===== config.mk =====
export PLATFORM = sky130hd
export DESIGN_NAME = decode_stage_pipelined
export DESIGN_NICKNAME = d
export VERILOG_FILES = /design/src/rtl/decode_stage_pipelined.sv
export SDC_FILE = /design/constraint.sdc
export NUM_CORES = 1
export LEC_CHECK = 0
export CAP_MARGIN = 20
export CORE_MARGIN = 10
export CORE_UTILIZATION = 35
export CTS_CLUSTER_DIAMETER = 40
export DETAILED_ROUTE_END_ITERATION = 7
export HOLD_SLACK_MARGIN = 0.03
export PLACE_DENSITY = 0.51
export SLEW_MARGIN = 30
export SYNTH_ARGS = -nofsm -noshare
export SYNTH_HDL_FRONTEND = slang
export SYNTH_SLANG_ARGS = --single-unit

===== constraint.sdc =====
create_clock -name clk -period 3.9 [get_ports clk]
set_input_delay 0.39 -clock clk [delete_from_list [all_inputs] [get_ports clk]]
set_output_delay 0.39 -clock clk [all_outputs]
set_load 0.01 [all_outputs]

===== src/rtl/decode_stage_pipelined.sv =====
// ---------------------------------------------------------------------------
// decode_stage_pipelined
//
// Decode stage with a 2^ADDR_W x DATA_W register file (two combinational read
// ports, one write port), write-to-read bypass, an immediate operand mux and
// a registered ID/EX boundary with valid / stall / flush control.
//
// Ports:
//   clk, rst_n              clock (rising edge), asynchronous active-low reset
//   in_valid                decode slot holds a real instruction
//   stall                   hold ID/EX contents
//   flush                   replace ID/EX contents with a bubble (beats stall)
//   src_addr                port A read address
//   dst_addr                port B read address, also forwarded to ID/EX
//   use_imm, imm            select imm instead of port B for alu_input2
//   write_back, write_addr,
//   write_data              register file write port (from write-back)
//   out_valid               ID/EX slot valid
//   read_data1              registered port A operand
//   alu_input2              registered second ALU operand (port B or imm)
//   store_data              registered raw port B data
//   out_dst_addr            registered dst_addr
// ---------------------------------------------------------------------------
module decode_stage_pipelined #(
  parameter int DATA_W = 16,
  parameter int ADDR_W = 3
) (
  input  logic              clk,
  input  logic              rst_n,
  input  logic              in_valid,
  input  logic              stall,
  input  logic              flush,
  input  logic [ADDR_W-1:0] src_addr,
  input  logic [ADDR_W-1:0] dst_addr,
  input  logic              use_imm,
  input  logic [DATA_W-1:0] imm,
  input  logic              write_back,
  input  logic [ADDR_W-1:0] write_addr,
  input  logic [DATA_W-1:0] write_data,
  output logic              out_valid,
  output logic [DATA_W-1:0] read_data1,
  output logic [DATA_W-1:0] alu_input2,
  output logic [DATA_W-1:0] store_data,
  output logic [ADDR_W-1:0] out_dst_addr
);

  localparam int NUM_REGS = 1 << ADDR_W;

  // Register file. The whole array is cleared by reset, so it is built from
  // flops rather than a RAM macro.
  logic [DATA_W-1:0] regs_reg [NUM_REGS];

  always_ff @(posedge clk or negedge rst_n) begin
    if (!rst_n) begin
      for (int i = 0; i < NUM_REGS; i++) begin
        regs_reg[i] <= '0;
      end
    end else if (write_back) begin
      regs_reg[write_addr] <= write_data;
    end
  end

  // Combinational reads with bypass: a write on this edge is visible to the
  // operands captured on the same edge.
  logic [DATA_W-1:0] port_a;
  logic [DATA_W-1:0] port_b;
  logic [DATA_W-1:0] op_b;

  always_comb begin
    port_a = regs_reg[src_addr];
    port_b = regs_reg[dst_addr];
    if (write_back && (write_addr == src_addr)) begin
      port_a = write_data;
    end
    if (write_back && (write_addr == dst_addr)) begin
      port_b = write_data;
    end
    op_b = use_imm ? imm : port_b;
  end

  // ID/EX boundary. Data fields capture even for bubbles; only out_valid
  // qualifies them downstream.
  always_ff @(posedge clk or negedge rst_n) begin
    if (!rst_n) begin
      out_valid    <= 1'b0;
      read_data1   <= '0;
      alu_input2   <= '0;
      store_data   <= '0;
      out_dst_addr <= '0;
    end else if (flush) begin
      out_valid    <= 1'b0;
      read_data1   <= '0;
      alu_input2   <= '0;
      store_data   <= '0;
      out_dst_addr <= '0;
    end else if (!stall) begin
      out_valid    <= in_valid;
      read_data1   <= port_a;
      alu_input2   <= op_b;
      store_data   <= port_b;
      out_dst_addr <= dst_addr;
    end
    // stall without flush: hold everything, held operands are not refreshed
  end

endmodule


==> impl_results.md <==
- Status: completed
- CP Launch Type: input pin
- H-tree Lvls: 4
- DP Area: 0.0107 mm^2
- Global-route wire length before repair: 39600 um
- Sw frac: 0.280
- Initial DRC Count: 520
- Worst R2R Start: regs_reg[84]$_DFFE_PN0P_
- Final Hold Fails: 0
- Comb pwr share: 0.231
- Setup Skew: 13.4 ps
- CTS Buf Count: 17
- Io pins: 100
- Critical Path AT: 2470 ps
- Fraction of layout cells with a size suffix above 1: 0.353
- Vias in the first global route: 6439
- Critical Path Source: dst_addr[2]
- Hold WS: 45.3 ps
- Tcrit/Tclk final: 0.553
- Syn Nets: 680
- Sequential Power Share: 0.452
- CTS max path bufs: 2
- Vias/cell: 5.66
- Routed vias: 6008
- Clock group share of total power: 0.318
- Die height: 183 um
- Total clock sinks: 180
- Crit Path Class: in -> reg
- Final Max Tran Viols: 0
- Final Setup Violations: 0
- Crit-path max FO: 34
- Synth Cell Area: 0.00932 mm^2
- Max reg flops: 128
- CP cell instances: clkdlybuf4s50_1 > buf_4 > mux4_2 > mux2_2 > a221o_1
- DIE AREA: 0.0335 mm^2
- Synth cell types: 28
- Critical Path Sink Type: flop
- Fin util: 0.430
- RSZ-0062 raised after global routing: no
- Maximum number of pins on one net before global-route repair: 104
- Worst stage delay on the critical path: 570 ps
- VDD IR-drop max: 0.000335 V
- Remaining DRCs: 0
- Core area: 0.0261 mm^2
- Max-cap violation count: 0
- Leak pwr: 0.00472 uW
- Area of all placed cells without fillers: 0.0112 mm^2
- Worst-margin pin slew: 835 ps
- Initial Util: 0.357
- Initial antenna violation count: 0
- PD cells: 487 mW/mm^2
- Seq cells post-synth: 180
- DP HPWL: 18100 um
- IO Port Bufs: 99
- Internal Power: 3940 uW
- Max stage delay cell, worst path: mux4_2
- Slew Limit Headroom: 0.444
- Worst path required time: 4210 ps
- Hold_buf cts: 0
- P_sw: 1530 uW
- Routed WL: 25600 um
- DRT antenna net count: 0
- CTS Root Cell: clkbuf_16
- Buffer count from post-CTS setup fixing: 0
- Worst skew pair latency: 440 ps
- NumNets Final: 762
- Routed len/inst: 24.1 um
- Mapped Cells: 632
- Worst hold path class: in -> async
- Fin Setup TNS: 0 ps
- Pre-antenna DRT Iters: 5
- Post-cts resize count: 0
- GPL Wtd Cong: 0.777
- Sequential cell area fraction in the yosys report: 0.483
- Die X: 183 um
- Synth warn: 0
- CTS tree: done
- # rows: 59
- Area Overhead vs Synth: 20.7%
- Clock Pin Slew Worst Setup and Hold Paths: 70 ps
- Maximum clock frequency: 0.464 GHz
- Antenna cell count: 0
- Syn_area_per_cell: 14.7 um^2
- Post-layout min period: 2160 ps
- GRT Total Usage: 0.154
- Overflow after GRT: 0
-- critical path, delay by kind of cell --
| family | cells | cell delay, ps |
|---|---|---|
| buffers and inverters | 2 | 910 |
| AO/OA/AOI/OAI | 1 | 300 |
| multiplexers | 2 | 860 |
-- cell usage in the layout (no fill, tap or decap), drive strengths merged, types with 2 or more instances in the layout --
master / instances
and2: 2
nor3b: 2
nand4: 3
clkdlybuf4s50: 96
nand4b: 3
dfrtp: 180
clkbuf: 18
or3b: 15
mux2: 144
xnor2: 6
a221o: 16
nor3: 2
o221ai: 16
clkinv: 3
nand2: 19
inv: 8
buf: 34
mux4: 64
o21ai: 16
a22oi: 16
nor2: 21
bufinv: 2
mux2i: 36
-- through the flow --
stage | setup slack (ps) | total power [uW] | std cells
final | 1740 | 5470 | 1061
after global routing | 1620 | 5750 | 1061
after CTS | 1750 | 5530 | 1061
after detailed placement | 1280 | 3770 | 1030
after global placement | 1290 | 3710 | 1030
after floorplan | 2040 | 3260 | 632
-- layout make-up --
cell class                 instances  area, um^2
fill                            2373       14900
sequential                       180        4500
multi-input combinational        384        4500
timing repair buffer             131        1240
clock buffer                      17         425
tap                              335         419
clock inverter                    14         165
-- metal layers --
layer | GRT usage | wire (um) | up-vias
met4 | 0.0449 | 247 | 0
met5 | 0 | 0 | -
met1 | 0.212 | 11900 | 3180
met2 | 0.241 | 12000 | 182
met3 | 0.0324 | 1470 | 19
li1 | - | - | 2627
-- cells by family (layout without fill, tap and decap cells) --
group	after synthesis	in the layout	synth area share
AND/OR/NAND/NOR	70	70	0.0439
XOR/XNOR	6	6	0.00564
AO/OA/AOI/OAI	64	64	0.0537
flip-flops	180	180	0.483
multiplexers	244	244	0.379
buffers and inverters	68	162	0.0346
-- Yosys cell counts, drive strengths merged --
library cell,number,area share
o21ai,16,0.0086
nor3b,2,0.0027
o221ai,16,0.015
or3,1,0.00067
nor2,21,0.0085
a22oi,16,0.013
buf,33,0.021
mux4,64,0.17
nand4,3,0.0027
or3b,15,0.014
nor3,2,0.0021
clkbuf,35,0.014
mux2i,36,0.039
nand4b,3,0.0028
dfrtp,180,0.48
nand2,19,0.0077
and2,2,0.0013
nor2b,1,0.00067
xnor2,6,0.0056
a221o,16,0.017
mux2,144,0.17
nand2b,1,0.00067
-- power groups by stage --
stage / registers (uW) / clock network, uW / logic (uW)
detailed placement: 2500 / 0 / 1270
CTS: 2460 / 1780 / 1280
finish: 2470 / 1740 / 1260
global placement: 2460 / 0 / 1250
global route: 2510 / 1870 / 1370
floorplan: 2440 / 0 / 821
-- worst paths after layout --
kind,endpoint,slack (ps),cells after the start
hold / removal,regs_reg[115]$_DFFE_PN0P_,50,1
setup reg to reg,store_data[4]$_DFFE_PN0P_,2220,3
hold reg to reg,read_data1[0]$_DFFE_PN0P_,510,2
setup / recovery,store_data[8]$_DFFE_PN0P_,1740,5
min in group clk,read_data1[0]$_DFFE_PN0P_,510,2
max in group asynchronous,store_data[7]$_DFFE_PN0P_,2860,2
No activity file was read; power rests on OpenSTA's default activity.
==> patch 1: new RTL, config.mk and constraints unchanged <==
The parameter `ADDR_W` goes from 3 to 2.
--- a/src/rtl/decode_stage_pipelined.sv
+++ b/src/rtl/decode_stage_pipelined.sv
@@ -24,5 +24,5 @@
 module decode_stage_pipelined #(
   parameter int DATA_W = 16,
-  parameter int ADDR_W = 3
+  parameter int ADDR_W = 2
 ) (
   input  logic              clk,
Interface: changed (resized dst_addr, out_dst_addr, src_addr and write_addr); port bits go from 100 to 96. No check against the original RTL was run, so the function may have changed too.
==> patch 1 against the unedited design <==
- setup slack worse by 200 ps
- design area fell by 28%
- sequential cell count fell by 65
- largest power group is now the clock network
- critical endpoint is now store_data[2]$_DFFE_PN0P_
- sequential power down 40%
- clock skew fell by 9.1 ps
- total power is 29% lower
- fmax fell by 8.7%
- sequential share of layout area is 4.3 points lower
- routed wire length decreased by 27%
- area after synthesis decreased by 30%
- count of clock-buffer cells in the layout up 10
==> patch 1: results (changes against the unedited design) <==
status: "complete, no violations"  # unchanged
cp.arrival_ps: 2610  # was 2470 ps
synth_top_flop_cell: "dfrtp_1"  # unchanged
cts_buffers: 17  # unchanged
cts_setup_buffers: 0  # unchanged
grt_pass1_vias: 4872  # was 6,439
r2r_setup_slack_ps: 2450  # was 2220 ps
layout-drive-gt1-share_pct: 28.8  # was 35.3%
ir_worst_vdd_uv: 309  # was 335 uV
n_fill_cell: 1645  # was 2,373
fin_nets: 596  # was 762
syn_nets: 518  # was 680
initialDrtViolationCount: 261  # was 520
min_path_type: "input pin to flip-flop"  # was input pin to async pin
htreeDepth: 4  # unchanged
rr_startpoint: "regs_reg[34]$_DFFE_PN0P_"  # was regs_reg[84]$_DFFE_PN0P_
grt_pass1_wl_um: 29300  # was 39,600 um
largest_reg_flops: 64  # was 128
grt_use_total_pct: 15.6  # was 15.4%
firstDrtPassIters: 4  # was 5
cts_root_buf: "clkbuf_16"  # unchanged
synthArstFlopShare_pct: 100  # unchanged
via_count: 4527  # was 6,008
postCtsHoldBufs: 1  # was 0
antenna_found_initial: 0  # unchanged
cts_buffer_depth: 2  # unchanged
skew_ps: 4.34  # was 13.4 ps
synth_commonest_cells: "dfrtp_1, mux2_2, mux4_2, o31ai_1, nor2_1"  # was dfrtp_1, mux2_2, mux2i_1, mux4_2, clkbuf_1
cp_max_fo: 16  # was 34
io_buffers: 95  # was 99
critPathKind: "input pin to flip-flop"  # unchanged
synth-seq-area-share_pct: 44.4  # was 48.3%
synthTopCellsByArea: "dfrtp_1, mux2_2, mux4_2"  # unchanged
crit_start: "write_addr[1]"  # was dst_addr[2]
gp_congestion: 0.771  # was 0.777
cts_resized: 0  # unchanged
worstReg2RegEnd: "store_data[2]$_DFFE_PN0P_"  # was store_data[4]$_DFFE_PN0P_
wl_per_cell_um: 23.5  # was 24.1 um
dp_hpwl_um: 12800  # was 18,100 um
clock_latency_ps: 410  # was 440 ps
place_area_um2: 7460  # was 10,700 um2
maxSlewHeadroom_pct: 35.0  # was 44.4%
grt_max_degree: 45  # was 104
ys_warn_count: 0  # unchanged
hold_ws_ps: 369  # was 45.3 ps
antenna_cells: 0  # unchanged
clkTransAtPathRegs_ps: 50  # was 70 ps
synth_cell_types: 34  # was 28
p_leak_nw: 3.12  # was 4.72 nW
drc: 0  # unchanged
r2r_cells: 3  # unchanged
patch 1: final cells by class:
cell class                 instances  area (um2)  area share [%]
multi-input combinational        292        3210            39.9
sequential                       115        2880            35.7
timing repair buffer             107        1030            12.7
clock buffer                      27         513            6.37
tap                              229         287            3.56
clock inverter                     4        70.1           0.870
inverter                          18        67.6           0.839
patch 1: critical path, stage by stage:
cell,delay (ps)
clkdlybuf4s50_1,1110
xor2_4,390
o31ai_1,540
a311oi_1,160
patch 1: logic make-up after synthesis:
logic type                share of synthesized area, %
xor gates and xnor gates                          3.40
muxes                                             23.1
buffers and inverters                             6.12
AOI/OAI and AO/OA                                 17.5
DFF                                               44.4
and+or+nand+nor                                   5.37
patch 1: how the worst min path moves through the flow:
| stage | from | cells past startpoint | endpoint |
|---|---|---|---|
| detailed placement | rst_n | 1 | regs_reg[39]$_DFFE_PN0P_ |
| finish | flush | 2 | out_valid$_DFFE_PN0P_ |
| global placement | rst_n | 1 | regs_reg[39]$_DFFE_PN0P_ |
| CTS | flush | 2 | out_valid$_DFFE_PN0P_ |
| global route | flush | 2 | out_valid$_DFFE_PN0P_ |
| floorplan | rst_n | 0 | alu_input2[0]$_DFFE_PN0P_ |
patch 1: stage by stage:
step / util (%) / instances / worst slack [ps] / total power [mW]
6_report: 44.5 / 792 / 1540 / 3.88
3_3_place_gp: 41.3 / 760 / 1130 / 2.34
4_1_cts: 44.6 / 792 / 1540 / 3.92
5_1_grt: 44.5 / 792 / 1430 / 4.06
3_5_place_dp: 41.3 / 760 / 1080 / 2.36
2_1_floorplan: - / 473 / 2320 / 2.04
patch 1: power breakdown:
group,internal [mW],switching (mW)
Sequential,1.37,0.123
Clock,1.02,0.519
Combinational,0.442,0.405
Total,2.83,1.05
patch 1: per-layer routing:
layer / global-route usage [%] / wire length, um / up-vias
met4: 5.49 / 317 / 0
li1: - / - / 2045
met1: 19.4 / 8120 / 2340
met5: 0 / 0 / -
met3: 3.58 / 1030 / 22
met2: 25.9 / 9120 / 120
==> patch 2: new RTL, same flow settings <==
Made on the original files. Make the reset (`rst_n`) synchronous in 2 clocked blocks. Comments in the files are not updated.
--- a/src/rtl/decode_stage_pipelined.sv
+++ b/src/rtl/decode_stage_pipelined.sv
@@ -51,5 +51,5 @@
   logic [DATA_W-1:0] regs_reg [NUM_REGS];
 
-  always_ff @(posedge clk or negedge rst_n) begin
+  always_ff @(posedge clk) begin
     if (!rst_n) begin
       for (int i = 0; i < NUM_REGS; i++) begin
@@ -81,5 +81,5 @@
   // ID/EX boundary. Data fields capture even for bubbles; only out_valid
   // qualifies them downstream.
-  always_ff @(posedge clk or negedge rst_n) begin
+  always_ff @(posedge clk) begin
     if (!rst_n) begin
       out_valid    <= 1'b0;
Formal check against the unedited RTL: differs if rst_n is asserted again (counterexample within 4 cycles, from zero or initial values and one cycle with rst_n low); with rst_n held inactive, the same outputs for 4 cycles.
==> patch 2 against the unedited design <==
- setup slack got worse by 450 ps
- critical endpoint is now regs_reg[1][2]$_SDFFCE_PN0P_
- via count barely moved
- area after synthesis fell by 4.7%
- design area fell by 4.1%
- highest routed layer unchanged
- sequential cell count did not move
- die area fell by 4.2%
- worst hold slack improved by 480 ps
- count of clock-buffer cells in the layout rose by 1
- largest cell class unchanged
- routed wire length rose by 8.7%
Power is not compared: it rests on default switching activity, and its combinational part moved more than twofold at a synthesized area within 25%.
==> patch 2: results (changes against the unedited design) <==
status: "complete, no violations"  # unchanged
skew_ps: 10.3  # was 13.4 ps
syn_nets: 682  # was 680
synth_commonest_cells: "and2_1, edfxtp_1, mux4_2, dfxtp_1, clkbuf_1"  # was dfrtp_1, mux2_2, mux2i_1, mux4_2, clkbuf_1
max_stage_delay_ps: 750  # was 570 ps
dp_slack_ps: 886  # was 1280 ps
dp_hpwl_um: 18600  # was 18,100 um
gp_congestion: 0.784  # was 0.777
cp_slowest_cell: "clkdlybuf4s50_1"  # was mux4_2
initialDrtViolationCount: 655  # was 520
place_inst: 1023  # was 1,030
fin_crit_ps: 2610  # was 2160 ps
wl_um: 27800  # was 25,600 um
cp-endpoint: "regs_reg[1][2]$_SDFFCE_PN0P_"  # was store_data[8]$_DFFE_PN0P_
n_fill_cell: 2262  # was 2,373
wl_met2_um: 13300  # was 12,000 um
dr_wl_met3_um: 2120  # was 1470 um
fin_nets: 761  # was 762
synth_top_flop_cell: "edfxtp_1"  # was dfrtp_1
avgSynthCellArea_um2: 14.0  # was 14.7 um2
via_count: 6011  # was 6,008
synth_cell_types: 36  # was 28
synthArstFlopShare_pct: 0  # was 100%
grt_max_degree: 34  # was 104
cp_max_fo: 12  # was 34
grt_use_total_pct: 17.4  # was 15.4%
antenna_found_initial: 1  # was 0
cp.arrival_ps: 2720  # was 2470 ps
route.layer.met1.wl_um: 12000  # was 11,900 um
worstMarginPinSlew_ps: 783  # was 835 ps
grt_pass1_wl_um: 41200  # was 39,600 um
final_cells: 1055  # was 1,061
rr_startpoint: "regs_reg[7][9]$_SDFFCE_PN0P_"  # was regs_reg[84]$_DFFE_PN0P_
grt_pass1_vias: 6255  # was 6,439
worstReg2RegEnd: "store_data[9]$_SDFFE_PP0N_"  # was store_data[4]$_DFFE_PN0P_
layout-drive-gt1-share_pct: 18.6  # was 35.3%
place_area_um2: 10200  # was 10,700 um2
## patch 2: cell types whose count changed in the layout (fill, tap and decap cells not counted), moves of 16 or more
cell      unedited run  this run
a221o_1             16         0
nand2_1             19         3
mux4_2              36        64
dfxtp_1              0        52
mux4_1              28         0
o22ai_1              0        16
o21ai_0             16         0
edfxtp_1             0       128
a21oi_1              0        16
and2_1               2       129
dfrtp_1            180         0
mux2_2             133         0
## patch 2: logic make-up after synthesis
group | Yosys count | synth area share, %
mux | 100 | 20.3
buf+inv | 68 | 3.48
compound gates | 103 | 8.34
simple gates | 177 | 12.0
xor+xnor | 6 | 0.846
flops | 180 | 55.0
## patch 2: final cells by class
| cell class | count | area, um2 | share of cell area, % |
|---|---|---|---|
| Clock buffer | 18 | 429 | 3.98 |
| Clock inverter | 13 | 139 | 1.29 |
| Inverter | 1 | 3.75 | 0.0348 |
| Multi-Input combinational cell | 386 | 3700 | 34.3 |
| Sequential cell | 180 | 4880 | 45.3 |
| Tap cell | 330 | 413 | 3.83 |
| Timing Repair Buffer | 127 | 1210 | 11.3 |
## patch 2: power by group
part	switching (mW)	internal, mW	total (mW)
combinational	0.312	0.277	0.589
clock	0.801	0.902	1.70
sequential	0.0623	2.16	2.22
## patch 2: worst min-delay path by stage
stage | to | startpoint | slack, ps
after global routing | out_valid$_SDFFE_PP0N_ | out_valid$_SDFFE_PP0N_ | 580
after detailed placement | out_valid$_SDFFE_PP0N_ | out_valid$_SDFFE_PP0N_ | 510
after global placement | out_valid$_SDFFE_PP0N_ | out_valid$_SDFFE_PP0N_ | 480
final | out_dst_addr[2]$_SDFFE_PP0N_ | out_dst_addr[2]$_SDFFE_PP0N_ | 530
after floorplan | alu_input2[14]$_SDFFE_PP0N_ | alu_input2[14]$_SDFFE_PP0N_ | 530
after CTS | out_dst_addr[2]$_SDFFE_PP0N_ | out_dst_addr[2]$_SDFFE_PP0N_ | 530
## patch 2: layer usage
| layer | track usage (%) | up-vias |
|---|---|---|
| li1 | - | 2608 |
| met1 | 23.3 | 3123 |
| met2 | 28.0 | 247 |
| met3 | 3.43 | 33 |
| met4 | 5.23 | 0 |
| met5 | 0 | - |
## patch 2: tightest hold or removal path, cell delays in order (launching register included)
cell	delay, ps
dfxtp_1	350
mux2i_1	80
nor2_1	70
